## src/rtl/tow_pkg.sv

```systemverilog
// -----------------------------------------------------------------------------
// tow_pkg
// Shared types and constants for the tug-of-war press conditioning logic.
//   chan_state_e             : per-key debounce FSM state
//   DEBOUNCE_CYCLES_DEFAULT  : default number of stable synchronized cycles
//                              a key level must hold before it is accepted
// -----------------------------------------------------------------------------
package tow_pkg;

  typedef enum logic [1:0] {
    IDLE         = 2'd0,
    PRESS_WAIT   = 2'd1,
    HELD         = 2'd2,
    RELEASE_WAIT = 2'd3
  } chan_state_e;

  // Legal range for DEBOUNCE_CYCLES is 2..255.
  localparam int DEBOUNCE_CYCLES_DEFAULT = 4;

endpackage : tow_pkg

```

## src/rtl/press_channel.sv

```systemverilog
// -----------------------------------------------------------------------------
// press_channel
// One pushbutton conditioner: two-flop synchronizer, debounce FSM with a
// saturating counter, and a registered one-cycle press pulse.
//
// Ports
//   clk         : clock, all state changes on the rising edge
//   rst_n       : asynchronous active-low reset
//   key_n_i     : raw active-low pushbutton, asynchronous to clk
//   pulse_en_i  : when 0 the accepted press is consumed but not emitted
//   pulse_o     : registered one-cycle pulse per accepted press
//
// Handshake: none; pulse_o is a fire-and-forget strobe, high for exactly one
// cycle per accepted press, with no back-pressure from the consumer.
// -----------------------------------------------------------------------------
module press_channel
  import tow_pkg::*;
#(
  parameter int DEBOUNCE_CYCLES = DEBOUNCE_CYCLES_DEFAULT
) (
  input  logic clk,
  input  logic rst_n,
  input  logic key_n_i,
  input  logic pulse_en_i,
  output logic pulse_o
);

  localparam int CNT_W = (DEBOUNCE_CYCLES > 1) ? $clog2(DEBOUNCE_CYCLES) : 1;
  localparam logic [CNT_W-1:0] CNT_LAST = CNT_W'(DEBOUNCE_CYCLES - 1);

  // Synchronizer: the key is inverted on entry so that 1 means "pressed".
  // Only the second flop (sync2_q) feeds any logic.
  logic sync1_q;
  logic sync2_q;
  logic s;

  chan_state_e      state_q, state_d;
  logic [CNT_W-1:0] cnt_q, cnt_d;
  logic             pulse_q, pulse_d;
  logic             accept;

  assign s = sync2_q;

  always_ff @(posedge clk or negedge rst_n) begin
    if (!rst_n) begin
      sync1_q <= 1'b0;
      sync2_q <= 1'b0;
    end else begin
      sync1_q <= ~key_n_i;
      sync2_q <= sync1_q;
    end
  end

  // State register (FSM, counter, pulse register)
  always_ff @(posedge clk or negedge rst_n) begin
    if (!rst_n) begin
      state_q <= IDLE;
      cnt_q   <= '0;
      pulse_q <= 1'b0;
    end else begin
      state_q <= state_d;
      cnt_q   <= cnt_d;
      pulse_q <= pulse_d;
    end
  end

  // Next-state logic. The counter never wraps: reaching CNT_LAST always
  // coincides with a state transition that clears it.
  always_comb begin
    state_d = state_q;
    cnt_d   = cnt_q;
    case (state_q)
      IDLE: begin
        if (s) begin
          state_d = PRESS_WAIT;
          cnt_d   = '0;
        end
      end
      PRESS_WAIT: begin
        if (!s) begin
          state_d = IDLE;
          cnt_d   = '0;
        end else if (cnt_q == CNT_LAST) begin
          state_d = HELD;
          cnt_d   = '0;
        end else begin
          cnt_d = cnt_q + CNT_W'(1);
        end
      end
      HELD: begin
        if (!s) begin
          state_d = RELEASE_WAIT;
          cnt_d   = '0;
        end
      end
      RELEASE_WAIT: begin
        // A press seen again before the release is confirmed is a bounce:
        // go back to HELD without emitting another pulse.
        if (s) begin
          state_d = HELD;
          cnt_d   = '0;
        end else if (cnt_q == CNT_LAST) begin
          state_d = IDLE;
          cnt_d   = '0;
        end else begin
          cnt_d = cnt_q + CNT_W'(1);
        end
      end
      default: begin
        state_d = IDLE;
        cnt_d   = '0;
      end
    endcase
  end

  // Output logic: a press is accepted on the PRESS_WAIT -> HELD transition.
  // When disabled the press is still consumed by the FSM and never replayed.
  always_comb begin
    accept  = (state_q == PRESS_WAIT) && s && (cnt_q == CNT_LAST);
    pulse_d = accept && pulse_en_i;
  end

  assign pulse_o = pulse_q;

endmodule : press_channel

```

## src/rtl/press_conditioner.sv

```systemverilog
// -----------------------------------------------------------------------------
// press_conditioner
// Conditions the two tug-of-war player pushbuttons into clean one-cycle press
// pulses. Two fully independent press_channel instances; no arbitration, so
// L and R may pulse together (downstream treats L&R as a cancel).
//
// Ports
//   clk       : clock
//   reset     : asynchronous active-low reset (deassertion is synchronized
//               by the top level, not here)
//   key_l_n   : raw left pushbutton, active-low, asynchronous
//   key_r_n   : raw right pushbutton, active-low, asynchronous
//   game_over : synchronous; while 1 no press pulses are emitted
//   L         : registered one-cycle pulse per accepted left press
//   R         : registered one-cycle pulse per accepted right press
// -----------------------------------------------------------------------------
module press_conditioner
  import tow_pkg::*;
#(
  parameter int DEBOUNCE_CYCLES = DEBOUNCE_CYCLES_DEFAULT
) (
  input  logic clk,
  input  logic reset,
  input  logic key_l_n,
  input  logic key_r_n,
  input  logic game_over,
  output logic L,
  output logic R
);

  logic pulse_en;

  // game_over gates the pulse registers; the FSMs keep running so a press
  // accepted during game_over is swallowed rather than emitted later.
  assign pulse_en = ~game_over;

  press_channel #(
    .DEBOUNCE_CYCLES(DEBOUNCE_CYCLES)
  ) u_left (
    .clk       (clk),
    .rst_n     (reset),
    .key_n_i   (key_l_n),
    .pulse_en_i(pulse_en),
    .pulse_o   (L)
  );

  press_channel #(
    .DEBOUNCE_CYCLES(DEBOUNCE_CYCLES)
  ) u_right (
    .clk       (clk),
    .rst_n     (reset),
    .key_n_i   (key_r_n),
    .pulse_en_i(pulse_en),
    .pulse_o   (R)
  );

endmodule : press_conditioner

```

## config.mk

```make
export PLATFORM = sky130hd
export DESIGN_NAME = press_conditioner
export DESIGN_NICKNAME = d
export VERILOG_FILES = /design/src/rtl/tow_pkg.sv /design/src/rtl/press_channel.sv /design/src/rtl/press_conditioner.sv
export SDC_FILE = /design/constraint.sdc
export NUM_CORES = 1
export LEC_CHECK = 0
export CAP_MARGIN = 20
export CELL_PAD_IN_SITES_DETAIL_PLACEMENT = 1
export CELL_PAD_IN_SITES_GLOBAL_PLACEMENT = 1
export CORE_MARGIN = 2
export CORE_UTILIZATION = 40
export DETAILED_ROUTE_END_ITERATION = 7
export MAX_ROUTING_LAYER = met4
export PLACE_DENSITY_LB_ADDON = 0.08
export SYNTH_ARGS = -nofsm -noshare
export SYNTH_HDL_FRONTEND = slang
export SYNTH_SLANG_ARGS = --single-unit
```

## constraint.sdc

```tcl
create_clock -name clk -period 1.5 [get_ports clk]
set_input_delay 0.225 -clock clk [delete_from_list [all_inputs] [get_ports clk]]
set_output_delay 0.225 -clock clk [all_outputs]
set_load 0.05 [all_outputs]
```

==> flow_summary.html <==
<table>
<tr><th>Metric</th><th>Value</th></tr>
<tr><th colspan="2">Placed design</th></tr>
<tr><td>Gpl congestion</td><td>0.636</td></tr>
<tr><td>Post-DP HPWL</td><td>719 µm</td></tr>
<tr><td>Area of placed instances</td><td>629 µm²</td></tr>
<tr><td>Count of input and output buffers</td><td>6</td></tr>
<tr><td>Post-Place Worst Slack</td><td>285 ps</td></tr>
<tr><th colspan="2">Timing</th></tr>
<tr><td>Unrepaired setup endpoints after global routing</td><td>no</td></tr>
<tr><td>Final critical-path setup slack</td><td>265 ps</td></tr>
<tr><td>Fmax</td><td>810 MHz</td></tr>
<tr><td>Final cycle utilization of the critical path</td><td>0.824</td></tr>
<tr><td>Setup violation total in the final timing report</td><td>0</td></tr>
<tr><td>Final Critical Period</td><td>1240 ps</td></tr>
<tr><td>Count of final hold-check violations</td><td>0</td></tr>
<tr><td>Max-slew violations</td><td>0</td></tr>
<tr><td>Setup TNS</td><td>0 ps</td></tr>
<tr><td>Max_slew headroom</td><td>0.738</td></tr>
<tr><td>Slew at the pin closest to its max-slew limit</td><td>389 ps</td></tr>
<tr><td>Fin Clk Skew</td><td>1.70 ps</td></tr>
<tr><th colspan="2">Setup path</th></tr>
<tr><td>Largest fanout on the critical path</td><td>3</td></tr>
<tr><td>Data arrival time of the worst path</td><td>1430 ps</td></tr>
<tr><td>Crit path launch type</td><td>flop</td></tr>
<tr><td>CP required</td><td>1700 ps</td></tr>
<tr><td>Critical path endpoint category</td><td>flop</td></tr>
<tr><td>Class of the most critical setup path</td><td>reg -&gt; reg</td></tr>
<tr><th colspan="2">Yosys</th></tr>
<tr><td>Portion of the post-synthesis area used by sequential elements</td><td>0.639</td></tr>
<tr><td>Most frequent cell after synthesis</td><td>sky130_fd_sc_hd__dfrtp_1</td></tr>
<tr><td>Flip-flop and latch count after synthesis</td><td>14</td></tr>
<tr><td>Most instantiated flip-flop cell in the synthesis netlist</td><td>sky130_fd_sc_hd__dfrtp_1</td></tr>
<tr><td>Fraction of synthesis flops using an asynchronous set or reset pin</td><td>1.00</td></tr>
<tr><td>Top-area cell type share of the netlist area</td><td>0.639</td></tr>
<tr><td>Top cell types by occurrence after synthesis</td><td>14 x sky130_fd_sc_hd__dfrtp_1, 4 x sky130_fd_sc_hd__mux2i_1, 4 x sky130_fd_sc_hd__nand2_1, 4 x sky130_fd_sc_hd__nand2b_1</td></tr>
<tr><td>Most area-consuming cells after synthesis</td><td>sky130_fd_sc_hd__dfrtp_1 64%, sky130_fd_sc_hd__mux2i_1 7.3%, sky130_fd_sc_hd__ha_1 4.6%</td></tr>
<tr><td>Cell count after synthesis</td><td>40</td></tr>
<tr><td>Netlist Area Pre-Place</td><td>548 µm²</td></tr>
<tr><td>Yosys warnings</td><td>0</td></tr>
<tr><td>Syn Nets</td><td>47</td></tr>
<tr><td>Post-synth cell types</td><td>11</td></tr>
<tr><td>Cell type contributing the most total cell area after synthesis</td><td>sky130_fd_sc_hd__dfrtp_1</td></tr>
<tr><td>Post-Synthesis Mean Instance Area</td><td>13.7 µm²</td></tr>
<tr><td>Number of enable-type register cells in the synthesized netlist</td><td>0</td></tr>
<tr><th colspan="2">Pwr</th></tr>
<tr><td>Sw frac</td><td>0.296</td></tr>
<tr><td>Total power of the final layout</td><td>1.09 mW</td></tr>
<tr><td>Internal power component</td><td>0.766 mW</td></tr>
<tr><td>Relative contribution of combinational cells to total power</td><td>0.242</td></tr>
<tr><td>Clock network power share</td><td>0.243</td></tr>
<tr><td>Sequential share of power</td><td>0.514</td></tr>
<tr><td>Highest ir drop seen on vdd</td><td>0.000706 V</td></tr>
<tr><td>Cell leakage power</td><td>0.321 nW</td></tr>
<tr><td>Power density relative to cell area</td><td>1630 mW/mm²</td></tr>
<tr><td>Net switching component of the power</td><td>0.322 mW</td></tr>
<tr><th colspan="2">Global routing</th></tr>
<tr><td>Pin count of the biggest net entering global routing</td><td>15</td></tr>
<tr><td>Total global-route track usage</td><td>0.149</td></tr>
<tr><td>Via count of the first global-routing pass</td><td>339</td></tr>
<tr><td>Global-route wire length before repair</td><td>1470 µm</td></tr>
<tr><td>Total congestion overflow</td><td>0</td></tr>
<tr><td>Number of antenna violations at the first check in global routing</td><td>0</td></tr>
<tr><th colspan="2">Floorplan</th></tr>
<tr><td>Height of the chip</td><td>41.0 µm</td></tr>
<tr><td>Placement row count</td><td>13</td></tr>
<tr><td>Starting Density</td><td>0.426</td></tr>
<tr><td>Top-level I/O count</td><td>7</td></tr>
<tr><td>Area enclosed by the die boundary</td><td>0.00168 mm²</td></tr>
<tr><td>CORE AREA</td><td>0.00128 mm²</td></tr>
<tr><td>Chip width</td><td>41.0 µm</td></tr>
<tr><th colspan="2">Layout</th></tr>
<tr><td>Number of nets in the finished design</td><td>59</td></tr>
<tr><td>Multi-input combinational cell area</td><td>190 µm²</td></tr>
<tr><td>Antenna Diode Count</td><td>0</td></tr>
<tr><td>Layout overhead on the synthesized area</td><td>21.5%</td></tr>
<tr><td>Fraction of final layout cells with drive strength greater than 1</td><td>0.137</td></tr>
<tr><td>Sequential cell area in the final layout</td><td>350 µm²</td></tr>
<tr><td>Design Area, Final</td><td>666 µm²</td></tr>
<tr><td>Layout fillers</td><td>133</td></tr>
<tr><th colspan="2">Drt</th></tr>
<tr><td>Drt initial violations</td><td>0</td></tr>
<tr><td>Metal1 wirelength</td><td>333 µm</td></tr>
<tr><td>Remaining routing DRC violations</td><td>0</td></tr>
<tr><td>Total via count after detailed routing</td><td>335</td></tr>
<tr><td>Detailed-route wire length per cell</td><td>13.6 µm</td></tr>
<tr><td>Total wirelength of the detailed-routed design</td><td>897 µm</td></tr>
<tr><td>Final antenna-violating net count</td><td>0</td></tr>
<tr><td>Met3 wire length</td><td>32 µm</td></tr>
<tr><td>Met2 wire length</td><td>514 µm</td></tr>
<tr><td>Highest signal layer in the routed design</td><td>met4</td></tr>
<tr><td>Number of vias per cell</td><td>5.08</td></tr>
<tr><td>Initial DRT Pass Iterations</td><td>1</td></tr>
<tr><th colspan="2">Flow run</th></tr>
<tr><td># Max-Cap Violations</td><td>0</td></tr>
<tr><th colspan="2">Clock tree</th></tr>
<tr><td>Clock root buffer</td><td>sky130_fd_sc_hd__clkbuf_4</td></tr>
<tr><td>Number of buffers inserted by post-CTS setup repair</td><td>0</td></tr>
<tr><td>Clk pin slew, worst setup/hold paths</td><td>80 ps</td></tr>
<tr><td>Number of hold buffers added after cts</td><td>0</td></tr>
<tr><td>CTS H-Tree Depth</td><td>1</td></tr>
<tr><td>Number of buffers created by CTS</td><td>3</td></tr>
<tr><td>TritonCTS clock tree</td><td>done</td></tr>
<tr><td>Number of sinks driven by the clock tree</td><td>14</td></tr>
<tr><td>Source-to-sink clock delay at the later pin of the worst-skew pair</td><td>280 ps</td></tr>
<tr><td>Count of cells resized by post-cts repair</td><td>0</td></tr>
<tr><td>Clock tree buffer depth</td><td>2</td></tr>
<tr><th colspan="2">Run status</th></tr>
<tr><td>Outcome</td><td>complete, no violations</td></tr>
<tr><th colspan="2">Min path</th></tr>
<tr><td>Hold WC Path Type</td><td>in -&gt; async</td></tr>
</table>
## worst paths after layout
path | startpoint | slack (ps) | end | cells past startpoint
setup reg to reg | u_left.cnt_q[0] | 260 | u_left.cnt_q[0] | 3
hold / removal | reset | 260 | u_left.sync1_q | 2
hold reg to reg | u_right.sync1_q | 350 | u_right.s | 0
setup / recovery | u_left.cnt_q[0] | 260 | u_left.cnt_q[0] | 3
min in group clk | u_right.sync1_q | 350 | u_right.s | 0
max in group asynchronous | reset | 1080 | u_right.cnt_q[0] | 2
## cell usage in the layout, fill, tap and decap left out, types with 3 or more instances in the layout
cell | Yosys | layout
sky130_fd_sc_hd__dfrtp_1 | 14 | 14
sky130_fd_sc_hd__nand2_1 | 4 | 4
sky130_fd_sc_hd__nand2b_1 | 4 | 4
sky130_fd_sc_hd__mux2i_1 | 4 | 4
sky130_fd_sc_hd__clkdlybuf4s50_1 | 0 | 4
sky130_fd_sc_hd__clkbuf_4 | 0 | 3
sky130_fd_sc_hd__buf_4 | 0 | 3
## layout make-up
cell class | instances | area share
clock buffers | 4 | 0.0545
inverters | 2 | 0.0113
multi-input cells | 24 | 0.286
flip-flops and latches | 14 | 0.526
well taps | 15 | 0.0282
repair buffers | 7 | 0.0940
## through the flow
stage | utilization | cells | hold WS, ps
2_1_floorplan | - | 40 | -70.6
3_3_place_gp | 0.490 | 62 | 337
3_5_place_dp | 0.490 | 62 | 342
4_1_cts | 0.518 | 66 | 260
5_1_grt | 0.518 | 66 | 282
6_report | 0.518 | 66 | 258
## power groups by stage
stage | combinational (mW) | clock [mW] | sequential (mW)
after floorplan | 0.203 | 0 | 0.544
after global placement | 0.240 | 0 | 0.547
after detailed placement | 0.267 | 0 | 0.567
after CTS | 0.269 | 0.274 | 0.560
after global routing | 0.292 | 0.291 | 0.577
final | 0.264 | 0.265 | 0.560
## worst max-delay path: stages, from the launching register on
cell and delay, ps:
sky130_fd_sc_hd__dfrtp_1 400, sky130_fd_sc_hd__ha_1 240, sky130_fd_sc_hd__or3b_1 360, sky130_fd_sc_hd__mux2i_1 150
## cell families after synthesis
kind of cell | synth area share
mux | 0.114
flops | 0.639
xor+xnor | 0.0320
simple gates | 0.137
fa+ha+maj | 0.0457
compound gates | 0.0183
buf+inv | 0.0137
## metal layers
| metal | vias up | track usage |
|---|---|---|
| li1 | 159 | - |
| met1 | 167 | 0.156 |
| met3 | 2 | 0.0326 |
| met5 | - | - |
| met2 | 7 | 0.246 |
| met4 | 0 | 0.100 |
Note: power is estimated with default switching activity, not from simulation.
